`src/rtl/md_pkg.sv`:
```
// Shared definitions for the multicycle multiply/divide unit and its controller.
package md_pkg;

    typedef enum logic [1:0] {
        MD_IDLE,
        MD_CALC,
        MD_FIX,
        MD_DONE
    } md_state_t;

    localparam logic MD_MULT = 1'b0;
    localparam logic MD_DIV  = 1'b1;

    localparam int MD_WIDTH   = 32;
    // Cycles from the accepted start to the done pulse; sizes the controller's wait.
    localparam int MD_LATENCY = MD_WIDTH + 2;

endpackage

```
`src/rtl/md_addsub.sv`:
```
// N-bit adder/subtractor with carry-out. On subtract, cout = 1 means x >= y.
module md_addsub #(
    parameter int N = 33
) (
    input  logic [N-1:0] x,
    input  logic [N-1:0] y,
    input  logic         sub,
    output logic [N-1:0] sum,
    output logic         cout
);

    logic [N:0] full;

    assign full = {1'b0, x} + {1'b0, (sub ? ~y : y)} + {{N{1'b0}}, sub};
    assign sum  = full[N-1:0];
    assign cout = full[N];

endmodule

```
`src/rtl/mult_div_unit.sv`:
```
// Signed multicycle multiply (shift-add) / divide (restoring) on operand magnitudes,
// one bit per cycle, followed by a single sign-correction cycle.
module mult_div_unit
    import md_pkg::*;
#(
    parameter int WIDTH = 32
) (
    input  logic             clk,
    input  logic             reset,
    input  logic             start,
    input  logic             MDCtrl,
    input  logic [WIDTH-1:0] a,
    input  logic [WIDTH-1:0] b,
    output logic             div0,
    output logic             busy,
    output logic             done,
    output logic [WIDTH-1:0] hi,
    output logic [WIDTH-1:0] lo
);

    localparam int CNT_W = $clog2(WIDTH) + 1;

    md_state_t          state;
    logic [CNT_W-1:0]   count;
    logic               op_div;
    logic               sa;
    logic               sb;
    logic [WIDTH-1:0]   opnd;
    logic [WIDTH-1:0]   acc_hi;
    logic [WIDTH-1:0]   acc_lo;

    logic               accept;
    logic [WIDTH-1:0]   abs_a;
    logic [WIDTH-1:0]   abs_b;
    logic [WIDTH:0]     add_x;
    logic [WIDTH:0]     add_y;
    logic [WIDTH:0]     add_sum;
    logic               add_cout;
    logic [WIDTH:0]     mult_step;
    logic [2*WIDTH-1:0] prod;
    logic [2*WIDTH-1:0] prod_fix;
    logic [WIDTH-1:0]   q_fix;
    logic [WIDTH-1:0]   r_fix;

    assign div0   = MDCtrl & (b == '0);
    assign accept = start & ~div0 & ((state == MD_IDLE) || (state == MD_DONE));

    // Magnitude of the most-negative value is 2^(WIDTH-1), exact as unsigned.
    assign abs_a = a[WIDTH-1] ? -a : a;
    assign abs_b = b[WIDTH-1] ? -b : b;

    // MULT: acc_hi:acc_lo is the product/multiplier shift register.
    // DIV: acc_hi is the partial remainder, acc_lo shifts dividend out and quotient in.
    assign add_x = op_div ? {acc_hi, acc_lo[WIDTH-1]} : {1'b0, acc_hi};
    assign add_y = {1'b0, opnd};

    md_addsub #(
        .N(WIDTH + 1)
    ) u_addsub (
        .x   (add_x),
        .y   (add_y),
        .sub (op_div),
        .sum (add_sum),
        .cout(add_cout)
    );

    assign mult_step = acc_lo[0] ? add_sum : add_x;

    assign prod     = {acc_hi, acc_lo};
    assign prod_fix = (sa ^ sb) ? -prod : prod;
    assign q_fix    = (sa ^ sb) ? -acc_lo : acc_lo;
    assign r_fix    = sa ? -acc_hi : acc_hi;

    always_ff @(posedge clk or posedge reset) begin
        if (reset) begin
            state  <= MD_IDLE;
            count  <= '0;
            op_div <= MD_MULT;
            sa     <= 1'b0;
            sb     <= 1'b0;
            opnd   <= '0;
            acc_hi <= '0;
            acc_lo <= '0;
            busy   <= 1'b0;
            done   <= 1'b0;
            hi     <= '0;
            lo     <= '0;
        end else begin
            case (state)
                MD_IDLE, MD_DONE: begin
                    done <= 1'b0;
                    if (accept) begin
                        op_div <= MDCtrl;
                        sa     <= a[WIDTH-1];
                        sb     <= b[WIDTH-1];
                        opnd   <= (MDCtrl == MD_DIV) ? abs_b : abs_a;
                        acc_hi <= '0;
                        acc_lo <= (MDCtrl == MD_DIV) ? abs_a : abs_b;
                        count  <= CNT_W'(WIDTH);
                        busy   <= 1'b1;
                        state  <= MD_CALC;
                    end else begin
                        state  <= MD_IDLE;
                    end
                end
                MD_CALC: begin
                    if (op_div) begin
                        // Remainder stays below |b| <= 2^(WIDTH-1), so WIDTH bits hold it.
                        acc_hi <= add_cout ? add_sum[WIDTH-1:0] : add_x[WIDTH-1:0];
                        acc_lo <= {acc_lo[WIDTH-2:0], add_cout};
                    end else begin
                        acc_hi <= mult_step[WIDTH:1];
                        acc_lo <= {mult_step[0], acc_lo[WIDTH-1:1]};
                    end
                    count <= count - CNT_W'(1);
                    if (count == CNT_W'(1)) begin
                        state <= MD_FIX;
                    end
                end
                MD_FIX: begin
                    if (op_div) begin
                        hi <= r_fix;
                        lo <= q_fix;
                    end else begin
                        hi <= prod_fix[2*WIDTH-1:WIDTH];
                        lo <= prod_fix[WIDTH-1:0];
                    end
                    busy  <= 1'b0;
                    done  <= 1'b1;
                    state <= MD_DONE;
                end
                default: begin
                    state <= MD_IDLE;
                end
            endcase
        end
    end

endmodule

```
`config.mk`:
```
export PLATFORM = sky130hd
export DESIGN_NAME = mult_div_unit
export DESIGN_NICKNAME = d
export VERILOG_FILES = /design/src/rtl/md_pkg.sv /design/src/rtl/md_addsub.sv /design/src/rtl/mult_div_unit.sv
export SDC_FILE = /design/constraint.sdc
export NUM_CORES = 1
export LEC_CHECK = 0
export ABC_AREA = 0
export ABC_CLOCK_PERIOD_IN_PS = 5500
export CAP_MARGIN = 20
export CORE_AREA = 2 2 259 184
export CTS_CLUSTER_DIAMETER = 150
export CTS_CLUSTER_SIZE = 10
export DETAILED_ROUTE_END_ITERATION = 12
export DIE_AREA = 0 0 261 186
export PLACE_DENSITY = 0.57
export SYNTH_ARGS = -nofsm -noshare
export SYNTH_HDL_FRONTEND = slang
export SYNTH_SLANG_ARGS = --single-unit
```
`constraint.sdc`:
```
create_clock -name clk -period 5.5 [get_ports clk]
set_clock_uncertainty 0.2 [all_clocks]
set_input_delay 1.1 -clock clk [delete_from_list [all_inputs] [get_ports clk]]
set_output_delay 1.1 -clock clk [all_outputs]
set_load 0.02 [all_outputs]
```
### Word-level counts from Yosys, hierarchy flattened

Cells that the tools add are included.

| cells by class | value |
|---|---|
| muxes and demuxes | 27 |
| order comparisons | 0 |
| reduce and logical (&&, ||, !) cells | 9 |
| $mul | 0 |
| equal/unequal tests | 6 |
| add/sub/neg operators | 8 |
| shifts and indexed selects | 0 |
| div/mod/pow operators | 0 |
| bitwise gates (word level) | 6 |

Operators with widths:

| operator | count |
|---|---|
| $mux 32 | 13 |
| $neg 32->32 | 4 |
| $pmux 32 s2 | 2 |
| $mux 33 | 3 |
| $mux 64 | 1 |
| $neg 64->64 | 1 |
| $add 33x33->34 | 1 |
| $add 34x1->34 | 1 |
| $not 32->33 | 1 |
| $logic_not 32->1 | 1 |
| $pmux 6 s2 | 1 |
| $eq 6x1->1 const B | 1 |
| $mux 6 | 1 |
| $pmux 2 s3 | 1 |
| $reduce_and 2->1 | 3 |
| $sub 6x1->6 const B | 1 |
| $eq 2x2->1 const B | 2 |
| $ne 2x2->1 const B | 2 |
| $pmux 1 s2 | 2 |
| $reduce_bool 2->1 | 2 |
| $and 1x1->1 | 3 |
| $eq 2x1->1 const B | 1 |
| $logic_not 2->1 | 1 |
| $mux 1 | 2 |
| 5 further kinds | 5 |

| storage, ports and cells | value |
|---|---|
| output and inout bits | 67 |
| memories kept | 0 |
| input bits | 68 |
| memory bits (read-only) | 0 |
| bits in latches | 0 |
| bits in registers | 173 |
| logic and storage cells | 68 |
| bits in writable memories | 0 |

### Longest topological paths before layout

Gate-level depths: netlist of the first run.

| logic depth | value |
|---|---|
| depth after elaboration | 7 |
| depth in mapped cells | 18 |
| gate-level depth less buffers | 12 |

### Cells and area by module

From an unflattened synthesis of the first run, not the netlist that was laid out.

| second synthesis, totals | value |
|---|---|
| cells, all modules | 1838 |
| area, all modules | 15065.7 um2 |

Modules (own cells, without submodules):

| module | area an instance (um2) | times used | cells each |
|---|---|---|---|
| mult_div_unit | 12926.1 | 1 | 1542 |
| md_addsub | 2139.6 | 1 | 296 |

### Worst setup path before layout of the first run

Ideal clock, no wire load.

| path | value |
|---|---|
| path kind | register to register |
| from | register op_div |
| to | register acc_hi[10] |
| cell stages (with the launch flop) | 17 |
| clock period less this slack | 4.677 ns |
| arrival time | 4.356 ns |
| setup slack | 0.823 ns |
| library setup time | 0.121 ns |
| path buffers | 6 |
| cell sequence | dfrtp_1 buf_2 buf_1 clkbuf_1 clkbuf_1 buf_1 o21ai_0 ha_1 and2_1 nor2b_1 a21oi_2 o41a_1 o311a_4 o21a_1 buf_6 a221o_1 a22o_1 |

| between the ends | value |
|---|---|
| word-level cells in the longest chain between the ends | 6 |
| elaborated cells on any way between the ends | 8 |

RTL lines:

| element | line | RTL |
|---|---|---|
| from (decl) | mult_div_unit.sv:25 | `logic op_div;` |
| from (signal assigned) | mult_div_unit.sv:93 | `op_div <= MDCtrl;` |
| $mux 33, on equally long branches | mult_div_unit.sv:54, md_addsub.sv:14 |  |
| $add 33x33->34 | md_addsub.sv:14 | `assign full = {1'b0, x} + {1'b0, (sub ? ~y : y)} + {{N{1'b0}}, sub};` |
| $add 34x1->34 | md_addsub.sv:14 |  |
| $mux 33 / $mux 32 (equally long branches) | mult_div_unit.sv:67, mult_div_unit.sv:109 |  |
| $mux 32 (*) | mult_div_unit.sv:107 | `if (op_div) begin` |
| $pmux 32 s2 (*) | mult_div_unit.sv:89 | `case (state)` |
| to (signal assigned) | mult_div_unit.sv:109 | `acc_hi <= add_cout ? add_sum[WIDTH-1:0] : add_x[WIDTH-1:0];` |
| to (signal assigned) | mult_div_unit.sv:112 | `acc_hi <= mult_step[WIDTH:1];` |
| to (decl) | mult_div_unit.sv:29 | `logic [WIDTH-1:0] acc_hi;` |

Mark *: on every way between the ends. The rest lies on a longest branch, timed or not.
A chain may end at the register's enable or synchronous reset.

### Worst setup path in the final report of the first run

| path | value |
|---|---|
| from | input port b[25] |
| to | output port div0 |

| between the ends | value |
|---|---|
| word-level cells in the longest chain between the ends | 2 |

RTL lines:

| element | line | RTL |
|---|---|---|
| from (decl) | mult_div_unit.sv:13 | `input logic [WIDTH-1:0] b,` |
| $logic_not 32->1 | mult_div_unit.sv:45 | `assign div0 = MDCtrl & (b == '0);` |
| $and 1x1->1 | mult_div_unit.sv:45 |  |
| to (decl) | mult_div_unit.sv:14 | `output logic div0,` |

Every way passes these cells.

==> results of run 1 <==
-- final cells by class --
cell class              count  area share
inverters                  37     0.00879
multi-input cells        1329       0.542
repair buffers            161      0.0963
clock buffers              18      0.0265
flip-flops and latches    173       0.267
clock inverters            14      0.0124
well taps                 612      0.0472
-- placed cells by master, fill, tap and decap left out, types with 20 or more instances in the layout --
cell	synthesis	routed
a21oi_1	171	171
nor3_1	32	32
buf_4	0	26
nor2_1	175	175
clkdlybuf4s50_1	0	133
xnor2_1	88	87
nand2_1	153	153
inv_1	34	33
o31ai_1	20	20
mux2i_1	26	26
nor4_1	20	20
ha_1	40	39
dfrtp_1	173	172
o21ai_0	127	127
mux2_2	82	82
xor2_1	101	101
a211oi_1	33	33
-- routing by layer --
layer,part of all wire,routed length [um],vias to the layer above
met4,0.0073,342,0
met5,0,0,-
met3,0.079,3690,19
met1,0.52,24400,6077
met2,0.39,18200,472
li1,-,-,6105
-- kinds of logic (layout without fill, tap and decap cells) --
logic type	count (synthesis)	count (layout)
compound gates	498	498
xor+xnor	189	189
fa+ha+maj	41	41
buf+inv	164	230
flops	173	173
mux	108	108
simple gates	493	493
-- registers in the layout, indices dropped and copies added (netlist names) --
signal	count
op_div	1
acc_hi	32
sb	1
acc_lo	32
opnd	32
state	2
count	6
hi	32
done	1
sa	1
lo	32
busy	1
-- worst max-delay path by stage --
stage            from          to  slack [ps]  cells past startpoint
3_5_place_dp    b[25]        div0         610                      6
3_3_place_gp    b[25]        div0         620                      6
6_report        b[25]        div0         610                      6
5_1_grt         b[25]        div0         490                      6
2_1_floorplan  op_div  acc_hi[10]         820                     16
4_1_cts         b[25]        div0         600                      6
-- power by group through the flow --
stage	sequential [W]	clock, W	combinational (W)
3_3_place_gp	0.00195	0	0.00156
6_report	0.00196	0.00132	0.00160
4_1_cts	0.00193	0.00134	0.00158
5_1_grt	0.00199	0.00140	0.00177
2_1_floorplan	0.00158	0	0.00137
3_5_place_dp	0.00196	0	0.00157
-- stage by stage --
stage	utilization	total power, W
6_report	0.352	0.00489
3_5_place_dp	0.338	0.00353
3_3_place_gp	0.338	0.00350
4_1_cts	0.352	0.00485
5_1_grt	0.352	0.00516
2_1_floorplan	-	0.00295
-- tightest hold or removal path, delay by kind of cell (launching register included) --
kind	cells	cell delay (ps)
AND/OR/NAND/NOR	1	50
AO/OA/AOI/OAI	1	60
flip-flops	1	360
==> results.md, run 1 <==
* Num CTS Buffers at 17
* Syn Std Cell Area at about 14,000 um2
* Worst Hold Path EP: done
* Synth Area in Simple Gates at 0.165
* FFs w/ async S/R, synth at 1.00
* GRT met2 Usage at 0.252
* GRT Max-Usage Layer: met1
* Crit path kind: in -> out
* Warnings from Yosys at 0
* Adder-cell area share of the yosys netlist at 0.0379
* Max Buffers Root-to-Sink at 2
* EDFF count, synth at 0
* Initial core utilization at 0.298
* Synth top cells by count: 175 x nor2_1, 173 x dfrtp_1, 171 x a21oi_1
* # Post-CTS Setup Buffers at 0
* M3 GR Usage at 0.0411
* Die Height at 186 um
* Yosys cell types at between 80 and 90
* Largest delay share family, worst path: simple AND/OR/NAND/NOR gates
* CTS tree: yes
* Sequential element share of the synthesized area at 0.315
* DR iter-0 viols at 1,292
* Min-Delay Path Class: reg -> reg
* DR DRC count at 0
* Seq cells post-synth at 173
* Largest net degree at the start of global routing at approximately 170
* Post-synthesis compound-gate area fraction at 0.229
* Area of the multi-input gates at 8790 um2
* GRT Overall Usage at 0.189
* Via density at 5.41
* Die X at 261 um
* CP Max Fanout at 5
* Sw power at 0.00200 W
* Synthesized instance count at 1,666
* R2r setup slk at 850 ps
* Row Count at 66
* Slowest CP cell: clkdlybuf4s50_1
* Outcome: finished, final reports clean
* Total gr overflow at 0
* Post-CTS Hold Fix Bufs at 0
* Routed vias at ~13,000
* CP most frequent cell: clkdlybuf4s50_1
* Worst-skew pair later-pin latency at around 450 ps
* Max Fclk at between 0.2 and 0.25 GHz
* Sequential power share at 0.402
* Int Power at 0.00289 W
* Fin area at 16,200 um2
* Drt wl/cell at 19.9 um
* Htree depth at 4
* Power share of the clock group at 0.270
* Tcrit/Tclk final at 0.890
* Pre-CTS setup slack at between 600 and 700 ps
* # diodes at 0
* Worst EP required at 4200 ps
* First-pass GRT wire length at about 70,000 um
* # port buffers at 134
* Met1 GRT Util at 0.305
* Clock-pin slew of the registers on the worst-case setup and hold paths at 70 ps
* FF/Latch Area at 4330 um2
* Core Area at 46,100 um2
* Share of cells above drive strength 1 at 0.0987
* Ys flop type: dfrtp_1
* Cell Area, Placed at around 16,000 um2
* Actual slew at the worst max-slew pin at between 1000 and 1500 ps
* Synthesis-to-finish area growth at 18.2%
* Minimum hold slack at approximately 300 ps
* DRT Pass-1 Iters at 5
* Reg2reg path depth at 12
* Max-slew violation count at 0
* Layout Cells excl Fill at around 2,300
* Vias in the first global route at 11,500
* Max stage delay on crit path at 610 ps
* Most frequent cell after synthesis: nor2_1
* RSZ-0062 raised after global routing: no
* Clock Sinks at 173
* Combinational power share at 0.328
* I/O pin cnt at about 140
* Area contributors post-synth: dfrtp_1 32%, mux2_2 6.7%, xor2_1 6.4%, a21oi_1 6.2%, xnor2_1 5.6%
* Peak VDD IR at 0.000173 V
* Critical-path cell list: clkdlybuf4s50_1 -> or4_1 -> nor4_1 -> nand4_2 -> inv_1 -> clkdlybuf4s50_1
* RR Startpoint: op_div
* Post-layout min period at 4890 ps
* Synth Area in XOR/XNOR at 0.121
* Initial antenna violation count at 2
* Relative max-transition margin at 0.311
* CP Data Arrival Time at 3590 ps
* Hold depth at 2
* Min-delay src: done
* Crit path capture type: primary output
* TNS Setup at 0 ps
* Mux cell area share after synthesis at 0.0863
* Nets at 1,828
* Final wirelength at 46,600 um
* Total of max-cap violations at 0
* Finish-stage setup viols at 0
* Power per Cell Area at 301 nW/um2
* Fin. Hold Viols at 0
* Reg-to-reg endpoint: acc_hi[27]
* Sum of buffers and inverters on the critical path at 3
* # fillers at between 4,000 and 5,000
* Syn_area_per_cell at between 8 and 9 um2
* Largest family of logic cells by synthesized area: compound AO/OA/AOI/OAI gates
* Setup WS post-layout at 607 ps
* Top cell type by total area after synthesis: dfrtp_1
* Gpl congestion at 0.907
* Full die area at 48,500 um2
* CP Launch Type: input pin
* Top-area cell type share of the netlist area at 0.315
* # resized after CTS at 0
* Syn_nets at 1,775
* Placed Cells incl. Taps at approximately 2,300
* Dpl hpwl at ~36,000 um
* Leak Pwr at 6.75 nW
* Post-route ant nets at 0
* Clk root buf: clkbuf_16
* Sw frac at 0.409
Power figures use the tool's default switching activity.
==> run 2, diff against run 1 <==
--- a/config.mk
+++ b/config.mk
@@ -8,12 +8,13 @@
 export ABC_AREA = 0
 export ABC_CLOCK_PERIOD_IN_PS = 5500
 export CAP_MARGIN = 20
-export CORE_AREA = 2 2 259 184
+export CORE_AREA = 2 2 271 193
 export CTS_CLUSTER_DIAMETER = 150
 export CTS_CLUSTER_SIZE = 10
 export DETAILED_ROUTE_END_ITERATION = 12
-export DIE_AREA = 0 0 261 186
-export PLACE_DENSITY = 0.57
+export DIE_AREA = 0 0 273 195
+export PLACE_DENSITY = 0.56
 export SYNTH_ARGS = -nofsm -noshare
 export SYNTH_HDL_FRONTEND = slang
+export SYNTH_HIERARCHICAL = 1
 export SYNTH_SLANG_ARGS = --single-unit
==> run 2 against run 1 <==
Net effect: first-iteration DRC count rose by 16%; register-to-register slack improved by 110 ps; combinational power rose to 5.7 times the previous value.
==> results.md, run 2 <==
* Nets at 1,988 (was 1,828)
* Worst EP required at 4200 ps (about the same)
* Layout Cells excl Fill at 2,566 (was 2,344)
* Combinational power share at 0.681 (was 0.328)
* Yosys cell types at 92 (was 81)
* Vias in the first global route at 13,300 (was 11,500)
* Htree depth at 4 (unchanged)
* Syn Std Cell Area at 15,100 um2 (was 13,700 um2)
* Full die area at 53,200 um2 (was 48,500 um2)
* Tcrit/Tclk final at 0.888 (was 0.890)
* Syn_nets at 1,948 (was 1,775)
* GRT Max-Usage Layer: met1 (unchanged)
* Num CTS Buffers at 17 (unchanged)
* Outcome: finished, final reports clean (unchanged)
* Peak VDD IR at 0.000281 V (was 0.000173 V)
* Post-CTS Hold Fix Bufs at 0 (unchanged)
* RSZ-0062 raised after global routing: no (unchanged)
* Max-slew violation count at 0 (unchanged)
* GRT met2 Usage at 0.274 (was 0.252)
* Via density at 5.54 (was 5.41)
* Sequential power share at 0.218 (was 0.402)
* Leak Pwr at 7.14 nW (was 6.75 nW)
* Slowest CP cell: clkdlybuf4s50_1 (unchanged)
* Top-area cell type share of the netlist area at 0.287 (was 0.315)
* Max Buffers Root-to-Sink at 2 (unchanged)
* GRT Overall Usage at 0.203 (was 0.189)
* FFs w/ async S/R, synth at 1.00 (unchanged)
* Commonest cells after routing, fill and taps aside: 254 x nand2_1, 171 x dfrtp_1, 137 x o21ai_0 (was 175 x nor2_1, 172 x dfrtp_1, 171 x a21oi_1)
* Post-route ant nets at 0 (unchanged)
* Max Fclk at 0.205 GHz (was 0.204 GHz)
* Critical-path cell list: clkdlybuf4s50_1 -> inv_1 -> ha_1 -> nor2b_1 -> nand3_1 -> nor4_4 -> clkdlybuf4s50_1 (was clkdlybuf4s50_1 -> or4_1 -> nor4_1 -> nand4_2 -> inv_1 -> clkdlybuf4s50_1)
* First-pass GRT wire length at 83,200 um (was 69,800 um)
* Overall power at 0.0134 W (was 0.00489 W)
* Initial antenna violation count at 0 (was 2)
* Placed Cells incl. Taps at 2,533 (was 2,311)
* Die Height at 195 um (was 186 um)
* Share of cells above drive strength 1 at 0.0962 (was 0.0987)
* Drt wl/cell at 21.0 um (was 19.9 um)
* Core Area at 50,400 um2 (was 46,100 um2)
* Warnings from Yosys at 6 (was 0)
* M3 GR Usage at 0.0498 (was 0.0411)
* DRT Pass-1 Iters at 6 (was 5)
* TNS Setup at 0 ps (unchanged)
* # fillers at 5,245 (was 4,722)
* Final wirelength at 53,900 um (was 46,600 um)
* EDFF count, synth at 0 (unchanged)
* Power per Cell Area at 761 nW/um2 (was 301 nW/um2)
* Min-Delay Path Class: reg -> reg (unchanged)
* Sw power at 0.00720 W (was 0.00200 W)
* CP Launch Type: input pin (unchanged)
* Power share of the clock group at 0.101 (was 0.270)
* Most common cell after layout, fill and taps aside: nand2_1 (was nor2_1)
* Ys flop type: dfrtp_1 (unchanged)
* Initial core utilization at 0.299 (was 0.298)
* Crit path capture type: primary output (unchanged)
* # Post-CTS Setup Buffers at 0 (unchanged)
* CP Data Arrival Time at 3580 ps (was 3590 ps)
* Top cell type by total area after synthesis: dfrtp_1 (unchanged)
* # port buffers at 134 (unchanged)
* Pre-CTS setup slack at 643 ps (was 610 ps)
* Routed vias at 14,200 (was 12,700)
* Fin. Hold Viols at 0 (unchanged)
* Sw frac at 0.538 (was 0.409)
* Gpl congestion at 0.918 (was 0.907)
* Relative max-transition margin at 0.294 (was 0.311)
* CTS tree: yes (unchanged)
* Minimum hold slack at 299 ps (about the same)
* CP most frequent cell: clkdlybuf4s50_1 (unchanged)
* Most frequent cell after synthesis: nand2_1 (was nor2_1)
* Total of max-cap violations at 0 (unchanged)
* Clock-pin slew of the registers on the worst-case setup and hold paths at 70 ps (about the same)
* Row Count at 69 (was 66)
* Post-layout min period at 4880 ps (was 4890 ps)
* Synthesized instance count at 1,838 (was 1,666)
* Largest net degree at the start of global routing at 174 (unchanged)
* # resized after CTS at 0 (unchanged)
* Dpl hpwl at 41,100 um (was 35,900 um)
* Setup WS post-layout at 617 ps (was 607 ps)
* Crit path kind: in -> out (unchanged)
* Synth top cells by count: 254 x nand2_1, 173 x dfrtp_1, 137 x o21ai_0 (was 175 x nor2_1, 173 x dfrtp_1, 171 x a21oi_1)
* Max stage delay on crit path at 690 ps (was 610 ps)
* Synthesis-to-finish area growth at 16.7% (was 18.2%)
* CP Max Fanout at 6 (was 5)
* Int Power at 0.00618 W (was 0.00289 W)
* DR DRC count at 0 (unchanged)
* Seq cells post-synth at 173 (unchanged)
* Area contributors post-synth: dfrtp_1 29%, mux2i_1 7.4%, nand2_1 6.3%, xor2_1 5.8%, mux2_2 4.8% (was dfrtp_1 32%, mux2_2 6.7%, xor2_1 6.4%, a21oi_1 6.2%, xnor2_1 5.6%)
* Syn_area_per_cell at 8.20 um2 (was 8.24 um2)
* Worst-skew pair later-pin latency at 470 ps (was 450 ps)
* Total gr overflow at 0 (unchanged)
* DR iter-0 viols at 1,497 (was 1,292)
* Met1 GRT Util at 0.316 (was 0.305)
* Actual slew at the worst max-slew pin at 1050 ps (was 1030 ps)
* Sequential element share of the synthesized area at 0.287 (was 0.315)
* Clock Sinks at 173 (unchanged)
* I/O pin cnt at 135 (unchanged)
* Die X at 273 um (was 261 um)
* Clk root buf: clkbuf_16 (unchanged)
* Finish-stage setup viols at 0 (unchanged)
==> run 2: logic make-up (layout without fill, tap and decap cells) <==
kind of cell               after synthesis  in the layout  share of synthesized area
muxes                                  178            178                      0.124
AOI/OAI and AO/OA                      457            457                      0.196
DFF                                    173            173                      0.287
xor gates and xnor gates               176            176                      0.102
other                                    1              2                   0.000249
and+or+nand+nor                        630            630                      0.202
adders and majority gates               42             42                     0.0354
buffers and inverters                  181            234                     0.0527
==> run 2: layout make-up <==
| cell class | instances | area, um2 | area share |
|---|---|---|---|
| Antenna cell | 1 | 2.50 | 0.000142 |
| Clock inverter | 15 | 219 | 0.0125 |
| Multi-Input combinational cell | 1484 | 9960 | 0.567 |
| Timing Repair Buffer | 175 | 1680 | 0.0957 |
| Inverter | 27 | 105 | 0.00598 |
| Tap cell | 674 | 843 | 0.0480 |
| Sequential cell | 173 | 4330 | 0.247 |
| Clock buffer | 17 | 425 | 0.0242 |
==> run 2: path summary, 6_finish.rpt <==
kind	from	to	slack (ps)	cells after the start
min	done	done	300	2
min in group asynchronous	reset	lo[13]	1040	3
max reg2reg	op_div	acc_hi[26]	960	14
max	b[0]	div0	620	7
min reg2reg	done	done	300	2
max in group asynchronous	reset	op_div	3250	3
==> run 2: critical path, delay by kind of cell <==
family | cells | cell delay, ps
buffers and inverters | 3 | 1230
adders and majority gates | 1 | 180
and+or+nand+nor | 3 | 1060
==> run 2: stage by stage <==
step / util / cell area, um2
finish: 0.349 / 17600
floorplan: - / 15100
detailed placement: 0.336 / 16900
CTS: 0.349 / 17600
global route: 0.349 / 17600
global placement: 0.336 / 16900
==> run 2: metal layers <==
metal	routed length, um	vias to the layer above
li1	-	6744
met1	26900	6879
met2	21400	542
met3	4810	48
met4	582	2
met5	172	-
==> run 2: power by group through the flow <==
stage | combinational [W] | sequential, W | clock [W]
floorplan | 0.00651 | 0.00253 | 0
global placement | 0.00891 | 0.00289 | 0
detailed placement | 0.00900 | 0.00291 | 0
CTS | 0.00904 | 0.00288 | 0.00137
global route | 0.0100 | 0.00301 | 0.00143
finish | 0.00910 | 0.00292 | 0.00135
